===== src/rtl/brg_cgra_link_concentrator.sv =====
// Merges num_links_p request links into one accelerator port by round-robin arbitration and
// routes responses back to their source link, tracking outstanding requests per link.
module brg_cgra_link_concentrator #(
  parameter int unsigned width_p           = 32,
  parameter int unsigned ret_width_p       = 32,
  parameter int unsigned num_links_p       = 4,
  parameter int unsigned lg_fifo_depth_p   = 2,
  parameter int unsigned max_out_credits_p = 16,
  localparam int unsigned id_width_lp      = (num_links_p > 1) ? $clog2(num_links_p) : 1,
  localparam int unsigned cnt_width_lp     = $clog2(max_out_credits_p + 1)
) (
  input  logic                                     clk_i,
  input  logic                                     reset_i,
  input  logic [num_links_p-1:0]                   link_en_i,
  input  logic [num_links_p-1:0]                   link_v_i,
  input  logic [num_links_p-1:0][width_p-1:0]      link_data_i,
  output logic [num_links_p-1:0]                   link_ready_and_o,
  output logic                                     xcel_v_o,
  output logic [width_p-1:0]                       xcel_data_o,
  output logic [id_width_lp-1:0]                   xcel_link_id_o,
  input  logic                                     xcel_yumi_i,
  input  logic                                     xcel_ret_v_i,
  input  logic [ret_width_p-1:0]                   xcel_ret_data_i,
  input  logic [id_width_lp-1:0]                   xcel_ret_link_id_i,
  output logic                                     xcel_ret_ready_and_o,
  output logic [num_links_p-1:0]                   link_ret_v_o,
  output logic [ret_width_p-1:0]                   link_ret_data_o,
  input  logic [num_links_p-1:0]                   link_ret_ready_and_i,
  output logic [num_links_p-1:0][cnt_width_lp-1:0] out_credits_o,
  output logic                                     idle_o,
  output logic                                     error_o
);
  localparam int unsigned depth_lp     = 1 << lg_fifo_depth_p;
  localparam int unsigned ptr_width_lp = (lg_fifo_depth_p > 0) ? lg_fifo_depth_p : 1;

  typedef logic [id_width_lp-1:0]   id_t;
  typedef logic [cnt_width_lp-1:0]  cnt_t;
  typedef logic [ptr_width_lp-1:0]  ptr_t;
  typedef logic [lg_fifo_depth_p:0] fill_t;

  logic [width_p-1:0] mem_q [num_links_p][depth_lp];
  ptr_t  rd_ptr_q [num_links_p];
  ptr_t  rd_ptr_d [num_links_p];
  ptr_t  wr_ptr_q [num_links_p];
  ptr_t  wr_ptr_d [num_links_p];
  fill_t fill_q   [num_links_p];
  fill_t fill_d   [num_links_p];
  cnt_t  credits_q[num_links_p];
  cnt_t  credits_d[num_links_p];
  id_t   rr_q, rr_d;
  logic  error_q, error_d;

  logic [num_links_p-1:0] full, empty, enq, deq, elig, ret_hit, ret_dec;
  logic        any_elig, ret_id_ok, ret_sel_ready, ret_hs;
  id_t         winner;
  int unsigned idx;

  // Ready looks only at registered fill, so a full FIFO refuses even while draining.
  always_comb begin
    for (int i = 0; i < num_links_p; i++) begin
      full[i]             = (fill_q[i] == fill_t'(depth_lp));
      empty[i]            = (fill_q[i] == '0);
      link_ready_and_o[i] = link_en_i[i] & ~full[i] & ~reset_i;
      enq[i]              = link_v_i[i] & link_ready_and_o[i];
      elig[i]             = ~empty[i] & link_en_i[i]
                            & (credits_q[i] < cnt_t'(max_out_credits_p));
    end
  end

  // First eligible link at or above rr_q, wrapping.
  always_comb begin
    winner   = '0;
    any_elig = 1'b0;
    idx      = 0;
    for (int unsigned k = 0; k < num_links_p; k++) begin
      idx = 32'(rr_q) + k;
      if (idx >= num_links_p) idx = idx - num_links_p;
      if (!any_elig && elig[id_t'(idx)]) begin
        any_elig = 1'b1;
        winner   = id_t'(idx);
      end
    end
  end

  assign xcel_v_o       = any_elig & ~reset_i;
  assign xcel_link_id_o = winner;
  assign xcel_data_o    = mem_q[winner][rd_ptr_q[winner]];

  always_comb begin
    ret_id_ok     = 1'b0;
    ret_sel_ready = 1'b0;
    for (int i = 0; i < num_links_p; i++) begin
      link_ret_v_o[i] = xcel_ret_v_i & ~reset_i & (xcel_ret_link_id_i == id_t'(i));
      if (xcel_ret_link_id_i == id_t'(i)) begin
        ret_id_ok     = 1'b1;
        ret_sel_ready = link_ret_ready_and_i[i];
      end
    end
  end

  // Out-of-range ids are accepted and dropped so the accelerator cannot wedge.
  assign xcel_ret_ready_and_o = ~reset_i & (~ret_id_ok | ret_sel_ready);
  assign ret_hs               = xcel_ret_v_i & xcel_ret_ready_and_o;
  assign link_ret_data_o      = xcel_ret_data_i;

  always_comb begin
    error_d = error_q | (ret_hs & ~ret_id_ok);
    rr_d    = rr_q;
    if (xcel_yumi_i && xcel_v_o) begin
      rr_d = (winner == id_t'(num_links_p - 1)) ? '0 : winner + 1'b1;
    end
    for (int i = 0; i < num_links_p; i++) begin
      deq[i]     = xcel_yumi_i & xcel_v_o & (winner == id_t'(i));
      ret_hit[i] = ret_hs & (xcel_ret_link_id_i == id_t'(i));
      ret_dec[i] = ret_hit[i] & (credits_q[i] != '0);
      error_d    = error_d | (ret_hit[i] & (credits_q[i] == '0));
      case ({deq[i], ret_dec[i]})
        2'b10:   credits_d[i] = credits_q[i] + 1'b1;
        2'b01:   credits_d[i] = credits_q[i] - 1'b1;
        default: credits_d[i] = credits_q[i];
      endcase
      fill_d[i]   = fill_q[i] + fill_t'(enq[i]) - fill_t'(deq[i]);
      rd_ptr_d[i] = rd_ptr_q[i];
      wr_ptr_d[i] = wr_ptr_q[i];
      if (deq[i]) rd_ptr_d[i] = (rd_ptr_q[i] == ptr_t'(depth_lp - 1)) ? '0 : rd_ptr_q[i] + 1'b1;
      if (enq[i]) wr_ptr_d[i] = (wr_ptr_q[i] == ptr_t'(depth_lp - 1)) ? '0 : wr_ptr_q[i] + 1'b1;
    end
  end

  always_comb begin
    idle_o = 1'b1;
    for (int i = 0; i < num_links_p; i++) begin
      idle_o           = idle_o & empty[i] & (credits_q[i] == '0);
      out_credits_o[i] = credits_q[i];
    end
  end

  assign error_o = error_q;

  always_ff @(posedge clk_i or posedge reset_i) begin
    if (reset_i) begin
      for (int i = 0; i < num_links_p; i++) begin
        rd_ptr_q[i]  <= '0;
        wr_ptr_q[i]  <= '0;
        fill_q[i]    <= '0;
        credits_q[i] <= '0;
      end
      rr_q    <= '0;
      error_q <= 1'b0;
    end else begin
      for (int i = 0; i < num_links_p; i++) begin
        rd_ptr_q[i]  <= rd_ptr_d[i];
        wr_ptr_q[i]  <= wr_ptr_d[i];
        fill_q[i]    <= fill_d[i];
        credits_q[i] <= credits_d[i];
      end
      rr_q    <= rr_d;
      error_q <= error_d;
    end
  end

  always_ff @(posedge clk_i) begin
    for (int i = 0; i < num_links_p; i++) begin
      if (enq[i]) mem_q[i][wr_ptr_q[i]] <= link_data_i[i];
    end
  end

endmodule


===== config.mk =====
export PLATFORM = sky130hd
export DESIGN_NAME = brg_cgra_link_concentrator
export DESIGN_NICKNAME = d
export VERILOG_FILES = /design/src/rtl/brg_cgra_link_concentrator.sv
export SDC_FILE = /design/constraint.sdc
export NUM_CORES = 1
export LEC_CHECK = 0
export CORE_AREA = 2 2 234 213
export DETAILED_ROUTE_END_ITERATION = 6
export DIE_AREA = 0 0 236 215
export GPL_TIMING_DRIVEN = 0
export PLACE_DENSITY_LB_ADDON = 0.25
export SYNTH_ARGS = -nofsm -noshare
export SYNTH_HDL_FRONTEND = slang
export SYNTH_SLANG_ARGS = --single-unit

===== constraint.sdc =====
create_clock -name clk_i -period 3.7 [get_ports clk_i]
set_clock_uncertainty 0.15 [all_clocks]
set_input_delay 0.555 -clock clk_i [delete_from_list [all_inputs] [get_ports clk_i]]
set_output_delay 0.555 -clock clk_i [all_outputs]
set_load 0.03 [all_outputs]

==> flow_summary.yaml <==
pwr:
  leakagePower_nw: 12.12
  ir_drop_v: 0.0007422
  power.total_mw: 30.44
  power.density_nw_per_um2: 965.4
flow_run:
  drv_cap: 0
synthesis:
  netlist_top_cells_area: "edfxtp_1 (63%), mux2i_1 (20%), dfrtp_1 (5.2%)"
  synth-warning-count: 0
  async_reset_ff_share_pct: 9.059
  post-synth-top-area-cell: "edfxtp_1"
  synth_top_flop_cell: "edfxtp_1"
  netlist_area_um2: 24350
  synthCells: 1437
  synth_top_area_share_pct: 63.14
  synth_nets: 1662
  yosysSeqAreaShare_pct: 68.38
  synth_edf_count: 512
  yosys.cell_types.count: 60
  ys_seq_elements: 563
  syn_area_per_cell_um2: 16.95
worst_setup_path:
  r2r_end: "out_credits_o[19]$_DFFE_PP0P_"
  endpoint: "xcel_data_o[2]"
  start_kind: "flip-flop"
  end_kind: "primary output"
  cp_max_fo: 5
  r2r_start: "fill_q[7]$_DFF_PP0_"
  worst-setup-path-type: "flip-flop to primary output"
  rr_worst_depth: 21
  cp.required_ps: 2990
  cp-startpoint: "fill_q[9]$_DFF_PP0_"
  arrival_ps: 3680
  rrSetupSlack_ps: -80
clocking:
  htreeDepth: 2
  clkTransAtPathRegs_ps: 60
  clk_latency_ps: 630
  cts_tree: "yes"
  cts_buffers: 57
  cts_sinks: 563
  clockBufferDepth: 3
  clockRootBuffer: "clkbuf_16"
timing:
  hold_ws_ps: 183.9
  fin_crit_ps: 4384
  fin_ws_ps: -683.7
  slew_headroom_pct: 47.82
  worst_pin_slew_ps: 782.7
  maxSlewViolCount: 0
  rsz0062_at_grt: "true"
  finalSetupViolations: 35
  final.period_utilization_pct: 118.5
  max_freq_mhz: 228.1
  final_hold_viol_count: 0
outcome:
  violations: "setup timing"
  status: "finished with violations"
grt:
  grt_pass1_wl_mm: 93.86
  overflow: 0
  grt_start_max_net_pins: 59
  grt_pass1_vias: 14630
  grt_usage_pct: 25.47
  antenna_found_initial: 8
routing:
  via_count: 14310
  dr.pass1.iters: 5
  wire_per_inst_um: 26.70
  drc: 0
  drtIter0Drc: 1365
  viasPerCell: 5.709
  ant_nets: 0
  drt_wl_total_mm: 66.90
final_layout:
  final_cell_mix: "edfxtp_1 (512), mux2i_1 (456), clkdlybuf4s50_1 (206)"
  nets: 2042
  final_common_cell: "edfxtp_1"
  syn_to_final_growth_pct: 29.50
  drive_gt1_share_pct: 22.04
  fillers: 3283
die:
  dieWidth_um: 236
  core_area_um2: 48460
  row_count: 77
  start_util_pct: 50.25
  die-area_um2: 50740
  io_pins: 276
  dieHeight_um: 215
placed_design:
  gp_congestion: 0.7973
  place_ws_ps: -1610
  numPortBuffers: 241
  dpl.hpwl_mm: 41.98
worst_hold_path:
  hold-path-cell-count: 3
  hold_class: "primary input to flip-flop"
==> critical path: stages (launching register included) <==
cell and delay, ps:
dfrtp_1 420, nor3_4 280, o211ai_1 230, a221oi_4 390, buf_6 170, buf_8 130, buf_12 130, buf_8 140
buf_6 100, buf_12 130, mux2i_4 280, mux2i_2 120, mux2i_2 190, mux2i_1 140, buf_4 190
==> cell usage after synthesis (all sizes together) (2+ instances only) <==
| library cell | number |
|---|---|
| buf | 77 |
| a221oi | 4 |
| mux2i | 485 |
| ha | 43 |
| edfxtp | 512 |
| dfrtp | 51 |
| o31ai | 2 |
| a21oi | 13 |
| mux2 | 15 |
| xnor2 | 15 |
| nor2 | 22 |
| a22oi | 2 |
| nand2 | 22 |
| clkbuf | 16 |
| nor3b | 6 |
| nand3 | 4 |
| a21boi | 2 |
| o21ai | 11 |
| a222oi | 2 |
| inv | 34 |
| nor4b | 2 |
| nor3 | 16 |
| nand3b | 2 |
| xor2 | 20 |
| nor2b | 4 |
| fa | 4 |
| a21o | 7 |
| o22ai | 3 |
| and3 | 16 |
| o311a | 4 |
| nand2b | 3 |
==> where the power goes <==
group	internal, mW	leakage (nW)	switching, mW
Sequential	7.55	5.23	0.450
Combinational	7.22	5.85	8.72
Clock	4.01	1.03	2.49
Total	18.8	12.1	11.7
==> worst min path at each step <==
stage                                        from                 endpoint
after floorplan           rd_ptr_q[3]$_DFFE_PP0P_  rd_ptr_q[3]$_DFFE_PP0P_
after global placement          error_o$_DFF_PP0_        error_o$_DFF_PP0_
after detailed placement        error_o$_DFF_PP0_        error_o$_DFF_PP0_
after CTS                   xcel_ret_link_id_i[1]        error_o$_DFF_PP0_
after global routing        xcel_ret_link_id_i[1]        error_o$_DFF_PP0_
final                       xcel_ret_link_id_i[1]        error_o$_DFF_PP0_
==> metrics by stage <==
step,instances,area (um^2),util (%),setup TNS (ps)
floorplan,1437,24370,-,0
global placement,2310,27570,56.90,-511160
detailed placement,2326,27930,57.63,-67390
CTS,2446,30550,63.05,-16620
global route,2504,31530,65.07,-23190
finish,2506,31540,65.08,-17300
==> what timing repair did <==
action	CTS	global route
hold buffers	0	0
endpoints found under the setup margin	63	46
resized for setup	248	182
gates cloned	0	5
pin swaps	4	18
setup buffers	14	50
==> cells by family after synthesis <==
kind of cell,synth area share [%]
AO/OA/AOI/OAI,1.557
XOR/XNOR,1.259
adder cells (fa/ha/maj),2.538
buffers and inverters,3.129
flip-flops,68.38
multiplexers,20.72
AND/OR/NAND/NOR,2.420
==> per-layer routing <==
layer	vias to the layer above	global-route usage, %	part of all wire (%)
met4	0	8.408	2.7
met2	658	42.15	49
met1	7249	34.31	40
met5	-	0	0
li1	6277	-	-
met3	124	4.509	8.3
==> sequential cells by signal (all words and copies together), names as in the netlist <==
| register | count |
|---|---|
| fill_q | 12 |
| rd_ptr_q | 8 |
| mem_q | 512 |
| wr_ptr_q | 8 |
| error_o | 1 |
| rr_q | 2 |
| out_credits_o | 20 |
==> cell type report <==
cell class | instances | area, um^2 | share of cell area [%]
inverters | 35 | 138.9 | 0.4404
flip-flops and latches | 563 | 16660 | 52.82
clock inverters | 46 | 676.9 | 2.146
well taps | 632 | 790.8 | 2.507
clock buffers | 61 | 1441 | 4.571
plain buffers | 89 | 1012 | 3.210
multi-input cells | 746 | 7391 | 23.44
diodes | 9 | 22.52 | 0.07141
repair buffers | 325 | 3405 | 10.80
No activity file was read; power rests on OpenSTA's default activity.
